## src/rtl/output_dispatcher_pkg.sv

```systemverilog
// Shared defines for the output dispatcher: FSM encoding and module-header constants.
package output_dispatcher_pkg;

  typedef enum logic [1:0] {
    ST_IDLE   = 2'd0,
    ST_DECODE = 2'd1,
    ST_WR_PKT = 2'd2,
    ST_DROP   = 2'd3
  } state_e;

  localparam logic [7:0] IO_QUEUE_STAGE_NUM = 8'hFF;
  localparam int         DST_FIELD_LSB_DEF  = 48;

endpackage

```

## src/rtl/small_fifo.sv

```systemverilog
// Small synchronous FIFO with registered read port: dout updates the cycle after rd_en.
module small_fifo #(
  parameter int WIDTH          = 72,
  parameter int MAX_DEPTH_BITS = 5,
  parameter int NEARLY_FULL    = 2**MAX_DEPTH_BITS - 1
)(
  input  logic             clk,
  input  logic             reset,
  input  logic [WIDTH-1:0] din,
  input  logic             wr_en,
  input  logic             rd_en,
  output logic [WIDTH-1:0] dout,
  output logic             nearly_full,
  output logic             empty
);
  localparam int DEPTH = 2**MAX_DEPTH_BITS;
  localparam logic [MAX_DEPTH_BITS:0] NF_C = NEARLY_FULL[MAX_DEPTH_BITS:0];

  logic [WIDTH-1:0]          mem [DEPTH];
  logic [MAX_DEPTH_BITS-1:0] wr_ptr_q, wr_ptr_d, rd_ptr_q, rd_ptr_d;
  logic [MAX_DEPTH_BITS:0]   cnt_q, cnt_d;
  logic [WIDTH-1:0]          dout_q, dout_d;
  logic                      do_wr, do_rd, full;

  always_comb begin
    full     = cnt_q[MAX_DEPTH_BITS];
    do_rd    = rd_en && (cnt_q != '0);
    // a read in the same cycle frees the slot, so a write into a full FIFO is still taken
    do_wr    = wr_en && (!full || do_rd);
    wr_ptr_d = do_wr ? wr_ptr_q + MAX_DEPTH_BITS'(1) : wr_ptr_q;
    rd_ptr_d = do_rd ? rd_ptr_q + MAX_DEPTH_BITS'(1) : rd_ptr_q;
    cnt_d    = cnt_q + (MAX_DEPTH_BITS+1)'(do_wr) - (MAX_DEPTH_BITS+1)'(do_rd);
    dout_d   = do_rd ? mem[rd_ptr_q] : dout_q;
  end

  always_ff @(posedge clk) begin
    if (do_wr) mem[wr_ptr_q] <= din;
  end

  always_ff @(posedge clk or negedge reset) begin
    if (!reset) begin
      wr_ptr_q <= '0;
      rd_ptr_q <= '0;
      cnt_q    <= '0;
      dout_q   <= '0;
    end else begin
      wr_ptr_q <= wr_ptr_d;
      rd_ptr_q <= rd_ptr_d;
      cnt_q    <= cnt_d;
      dout_q   <= dout_d;
    end
  end

  assign dout        = dout_q;
  assign empty       = (cnt_q == '0);
  assign nearly_full = (cnt_q >= NF_C);

endmodule

```

## src/rtl/output_dispatcher.sv

```systemverilog
// Routes packets from one input stream to a multicast set of 4 output ports using the DST header bitmap.
// Optional OUTPUT_DISPATCHER_STRIP_HDR_EN: consume the DST header instead of forwarding it.
module output_dispatcher import output_dispatcher_pkg::*; #(
  parameter int                    DATA_WIDTH    = 64,
  parameter int                    CTRL_WIDTH    = DATA_WIDTH/8,
  parameter int                    NUM_QUEUES    = 4,
  parameter logic [CTRL_WIDTH-1:0] DST_HDR_CTRL  = CTRL_WIDTH'(IO_QUEUE_STAGE_NUM),
  parameter int                    DST_FIELD_LSB = DST_FIELD_LSB_DEF
)(
  input  logic                  clk,
  input  logic                  reset,
  input  logic [DATA_WIDTH-1:0] in_data,
  input  logic [CTRL_WIDTH-1:0] in_ctrl,
  input  logic                  in_wr,
  output logic                  in_rdy,
  output logic [DATA_WIDTH-1:0] out_data_0,
  output logic [CTRL_WIDTH-1:0] out_ctrl_0,
  output logic                  out_wr_0,
  input  logic                  out_rdy_0,
  output logic [DATA_WIDTH-1:0] out_data_1,
  output logic [CTRL_WIDTH-1:0] out_ctrl_1,
  output logic                  out_wr_1,
  input  logic                  out_rdy_1,
  output logic [DATA_WIDTH-1:0] out_data_2,
  output logic [CTRL_WIDTH-1:0] out_ctrl_2,
  output logic                  out_wr_2,
  input  logic                  out_rdy_2,
  output logic [DATA_WIDTH-1:0] out_data_3,
  output logic [CTRL_WIDTH-1:0] out_ctrl_3,
  output logic                  out_wr_3,
  input  logic                  out_rdy_3,
  output logic [31:0]           drop_count
);
  logic [DATA_WIDTH+CTRL_WIDTH-1:0] f_dout;
  logic [DATA_WIDTH-1:0]            f_data;
  logic [CTRL_WIDTH-1:0]            f_ctrl;
  logic                             f_empty, f_nf, rd_en;

  small_fifo #(.WIDTH(DATA_WIDTH+CTRL_WIDTH), .MAX_DEPTH_BITS(5)) u_fifo (
    .clk(clk), .reset(reset),
    .din({in_ctrl, in_data}), .wr_en(in_wr), .rd_en(rd_en),
    .dout(f_dout), .nearly_full(f_nf), .empty(f_empty)
  );

  assign {f_ctrl, f_data} = f_dout;
  assign in_rdy = reset && !f_nf;

  state_e                 state_q, state_d;
  logic [NUM_QUEUES-1:0]  dst_mask_q, dst_mask_d, wr_q, wr_d, rdy;
  logic [DATA_WIDTH-1:0]  data_q, data_d;
  logic [CTRL_WIDTH-1:0]  ctrl_q, ctrl_d;
  logic [31:0]            drop_cnt_q, drop_cnt_d;
  logic                   pend_vld_q, pend_vld_d, prev_zero_q, prev_zero_d;
  logic                   cur_eop, gate, consume, emit;

  assign rdy = {out_rdy_3, out_rdy_2, out_rdy_1, out_rdy_0};

  always_comb begin
    state_d     = state_q;
    dst_mask_d  = dst_mask_q;
    drop_cnt_d  = drop_cnt_q;
    pend_vld_d  = pend_vld_q;
    prev_zero_d = prev_zero_q;
    rd_en       = 1'b0;
    consume     = 1'b0;
    emit        = 1'b0;
    // pend_vld marks that the FIFO output register holds the word currently being processed
    cur_eop     = (f_ctrl != '0) && prev_zero_q;
    gate        = &(rdy | ~dst_mask_q);
    case (state_q)
      ST_IDLE: begin
        pend_vld_d = 1'b0;
        if (!f_empty) begin
          rd_en   = 1'b1;
          state_d = ST_DECODE;
        end
      end
      ST_DECODE: begin
        if (f_ctrl == DST_HDR_CTRL && f_data[DST_FIELD_LSB +: NUM_QUEUES] != '0) begin
          dst_mask_d = f_data[DST_FIELD_LSB +: NUM_QUEUES];
          state_d    = ST_WR_PKT;
`ifdef OUTPUT_DISPATCHER_STRIP_HDR_EN
          prev_zero_d = (f_ctrl == '0);
          rd_en       = !f_empty;
          pend_vld_d  = !f_empty;
`else
          prev_zero_d = 1'b0;
          pend_vld_d  = 1'b1;
`endif
        end else begin
          state_d     = ST_DROP;
          drop_cnt_d  = (drop_cnt_q == '1) ? drop_cnt_q : drop_cnt_q + 32'd1;
          prev_zero_d = (f_ctrl == '0);
          rd_en       = !f_empty;
          pend_vld_d  = !f_empty;
        end
      end
      ST_WR_PKT, ST_DROP: begin
        consume = pend_vld_q && (state_q == ST_DROP || gate);
        emit    = consume && (state_q == ST_WR_PKT);
        if (consume) begin
          if (cur_eop) begin
            state_d    = ST_IDLE;
            pend_vld_d = 1'b0;
          end else begin
            prev_zero_d = (f_ctrl == '0);
            rd_en       = !f_empty;
            pend_vld_d  = !f_empty;
          end
        end else if (!pend_vld_q && !f_empty) begin
          rd_en      = 1'b1;
          pend_vld_d = 1'b1;
        end
      end
      default: state_d = ST_IDLE;
    endcase
    wr_d   = emit ? dst_mask_q : '0;
    data_d = emit ? f_data : data_q;
    ctrl_d = emit ? f_ctrl : ctrl_q;
  end

  always_ff @(posedge clk or negedge reset) begin
    if (!reset) begin
      state_q     <= ST_IDLE;
      dst_mask_q  <= '0;
      drop_cnt_q  <= '0;
      pend_vld_q  <= 1'b0;
      prev_zero_q <= 1'b0;
      wr_q        <= '0;
      data_q      <= '0;
      ctrl_q      <= '0;
    end else begin
      state_q     <= state_d;
      dst_mask_q  <= dst_mask_d;
      drop_cnt_q  <= drop_cnt_d;
      pend_vld_q  <= pend_vld_d;
      prev_zero_q <= prev_zero_d;
      wr_q        <= wr_d;
      data_q      <= data_d;
      ctrl_q      <= ctrl_d;
    end
  end

  assign {out_wr_3, out_wr_2, out_wr_1, out_wr_0} = wr_q;
  assign out_data_0 = data_q;
  assign out_data_1 = data_q;
  assign out_data_2 = data_q;
  assign out_data_3 = data_q;
  assign out_ctrl_0 = ctrl_q;
  assign out_ctrl_1 = ctrl_q;
  assign out_ctrl_2 = ctrl_q;
  assign out_ctrl_3 = ctrl_q;
  assign drop_count = drop_cnt_q;

endmodule

```

## config.mk

```make
export PLATFORM = sky130hd
export DESIGN_NAME = output_dispatcher
export DESIGN_NICKNAME = d
export VERILOG_FILES = /design/src/rtl/output_dispatcher_pkg.sv /design/src/rtl/small_fifo.sv /design/src/rtl/output_dispatcher.sv
export SDC_FILE = /design/constraint.sdc
export NUM_CORES = 2
export LEC_CHECK = 0
export BUFFER_PORTS_ARGS = -buffer_cell sky130_fd_sc_hd__buf_2
export CAP_MARGIN = 10
export CORE_ASPECT_RATIO = 1.5
export CORE_MARGIN = 2
export CORE_UTILIZATION = 55
export DETAILED_ROUTE_END_ITERATION = 12
export GPL_TIMING_DRIVEN = 0
export PLACE_DENSITY = 0.76
export SYNTH_ARGS = -nofsm -noshare
export SYNTH_HDL_FRONTEND = slang
export SYNTH_SLANG_ARGS = --single-unit
```

## constraint.sdc

```tcl
create_clock -name clk -period 12.2 [get_ports clk]
set_clock_uncertainty 0.2 [all_clocks]
set_input_delay 1.83 -clock clk [delete_from_list [all_inputs] [get_ports clk]]
set_output_delay 1.83 -clock clk [all_outputs]
set_load 0.03 [all_outputs]
```

==> metrics.csv <==
stage,metric,value,unit
sta,fmax,0.195,GHz
placed_design,place_area,103000,um2
sta,rsz0062_at_grt,false,
worst_setup_path,endpoint_kind,primary output,
cts,clockBufferDepth,3,
run,drv_cap,0,
worst_setup_path,critPathMaxStageDelay,0.43,ns
detailed_routing,drt_iter0_drc,6138,
logic_synthesis,yosysSeqAreaShare,77.2,%
logic_synthesis,synth_top_cells_by_area,"edfxtp_1 (72%), mux4_2 (13%), dfrtp_1 (5.3%)",
placed_design,io_buffers,403,
die,start_util,55.2,%
layout,fin_area,110000,um2
die,die-width,346,um
pwr,ir_drop,0.177,mV
worst_setup_path,critPathKind,primary input to primary output,
logic_synthesis,yosys.cell_types.count,58,
layout,final_cell_mix,"edfxtp_1 (2304), mux4_2 (563), buf_2 (502)",
global_route,grt_pass1_vias,50300,
global_route,grt_max_degree,103,
cts,holdBufCountCts,0,
logic_synthesis,synth_top_area_cell,edfxtp_1,
layout,syn_to_final_growth,13.9,%
detailed_routing,final_antenna_net_count,0,
logic_synthesis,ys_ff_latch,2508,
sta,hold_ws,0.275,ns
cts,clk_latency,0.86,ns
logic_synthesis,synth_edf_count,2304,
placed_design,hpwl,153000,um
worst_setup_path,required,10.17,ns
sta,worst-slew-pin-transition,1.23,ns
layout,drive_gt1_share,34.4,%
logic_synthesis,synthesis.nets,4513,
cts,h-tree-depth,4,
cts,clock_sinks,2508,
worst_setup_path,crit_chain,buf_8 > buf_16 > and3_1 > buf_2,
logic_synthesis,synth_top_area_share,71.9,%
layout,final_core_util,62.9,%
die,core,174000,um2
logic_synthesis,syn_area_per_cell,21.8,um2
detailed_routing,vias,49200,
layout,final_common_cell,edfxtp_1,
cts,numCtsBuffers,211,
global_route,grt_remaining_overflow,0,
logic_synthesis,syn-cell-area,96200,um2
cts,cts_tree,done,
detailed_routing,drt-wirelength-per-cell,32.7,um
logic_synthesis,postSynth.asyncResetShare,8.13,%
hold_path,hold_class,flop to flop,
sta,finalHoldViolCount,0,
worst_setup_path,crit_start,reset,
worst_setup_path,cp-start-kind,primary input,
cts,clkTransAtPathRegs,0.06,ns
sta,maxSlewHeadroom,17.9,%
sta,fin_crit,5.12,ns
worst_setup_path,cp_max_fo,102,
cts,cts_setup_buffers,0,
worst_setup_path,critPathArrivalTime,3.09,ns
pwr,power,26200,uW
run_status,status,"complete, no violations",
placed_design,placedCellCount,7178,
detailed_routing,firstDrtPassIters,7,
sta,setup_viol,0,
sta,slew_viol_final,0,
layout,nets,5208,
logic_synthesis,syn_inst,4417,
pwr,total_leakage_power,0.0367,uW
detailed_routing,drc,0,
hold_path,hold_path.startpoint,drop_count[5]$_DFFE_PN0P_,
detailed_routing,vias_per_cell,6.50,
global_route,grt_usage,27.7,%
die,dieArea,178000,um2
sta,period_share,42.0,%
worst_setup_path,r2r-start,u_fifo.dout[48]$_DFFE_PN0P_,
cts,cts-root-buf,clkbuf_16,
die,io_pins,404,
placed_design,place.gp.congestion,0.798,
logic_synthesis,yosysWarnings,0,
layout,final_cells,7573,
logic_synthesis,synthFlopType,edfxtp_1,
cts,cts_resized,0,
worst_setup_path,critPathSlowestCell,buf_16,
die,die_h,516,um
die,num_rows,188,
pwr,power_density,239,nW/um2
detailed_routing,totalWireLength,247000,um
global_route,antenna_found_initial,13,
global_route,grt_pass1_wl,352000,um
[cell families (layout without fill, tap and decap cells)]
| family | after synthesis | count (layout) | share of synthesized area (%) |
|---|---|---|---|
| adders and majority gates | 17 | 17 | 0.229 |
| AOI/OAI and AO/OA | 398 | 398 | 3.04 |
| buffers and inverters | 467 | 1337 | 2.97 |
| muxes | 691 | 691 | 14.6 |
| other | 0 | 6 | 0 |
| DFF | 2508 | 2508 | 77.2 |
| and+or+nand+nor | 294 | 294 | 1.57 |
| xor gates and xnor gates | 42 | 42 | 0.382 |
[flip-flops by register name, summed over array words and instances, names as in the netlist]
signal / cells
out_ctrl_0: 8
wr_q: 4
u_fifo.dout: 72
drop_count: 32
u_fifo.cnt_q: 6
prev_zero_q: 1
dst_mask_q: 4
u_fifo.rd_ptr_q: 5
state_q: 2
out_data_0: 64
u_fifo.mem: 2304
u_fifo.wr_ptr_q: 5
pend_vld_q: 1
[worst paths after layout]
path | to | slack (ns) | cells past startpoint
max | in_rdy | 7.08 | 4
max reg2reg | u_fifo.mem[19][42]$_DFFE_PP_ | 7.13 | 11
max in group asynchronous | u_fifo.dout[24]$_DFFE_PN0P_ | 10.14 | 2
min in group asynchronous | dst_mask_q[1]$_DFFE_PN0P_ | 0.66 | 1
min reg2reg | drop_count[5]$_DFFE_PN0P_ | 0.27 | 1
min | drop_count[5]$_DFFE_PN0P_ | 0.27 | 1
[metal layers]
metal | vias up | global-route usage [%] | share of wire [%]
li1 | 19600 | - | -
met1 | 25500 | 33.2 | 33
met2 | 3312 | 47.7 | 51
met3 | 724 | 5.52 | 9.4
met4 | 18 | 15.1 | 5.9
met5 | - | 0 | 0.046
[stage by stage]
step / worst slack (ns) / setup TNS (ns)
2_1_floorplan: 1.04 / 0
3_3_place_gp: -8.55 / -883.39
3_5_place_dp: 6.37 / 0
4_1_cts: 6.99 / 0
5_1_grt: 6.88 / 0
6_report: 7.08 / 0
[cell usage after synthesis, drive strengths merged, types with 26 or more instances]
cell type     n
nand3        68
edfxtp     2304
clkbuf       81
xnor2        26
nand2        94
dfrtp       204
o21ai        74
mux4        563
buf         365
and3         31
mux2i        46
a221oi       56
mux2         82
a22oi       185
[worst max-delay path: cells and delay by family]
| family | cells | cell delay, ns |
|---|---|---|
| buf+inv | 3 | 0.88 |
| simple gates | 1 | 0.25 |
[where the power goes]
| group | total (uW) | switching (uW) | internal [uW] |
|---|---|---|---|
| logic | 8970 | 5420 | 3550 |
| registers | 10500 | 410 | 10100 |
| clock network | 6740 | 3040 | 3700 |
[layout make-up]
cell class              instances  area [um2]
flip-flops and latches       2508       74300
fillers                     11300       64700
multi-input cells            1442       19300
clock buffers                 267        5650
repair buffers                482        3490
well taps                    2280        2850
plain buffers                 446        2790
clock inverters               121        1180
inverters                      21        78.8
diodes                          6        15.0
Note: power is estimated with default switching activity, not from simulation.
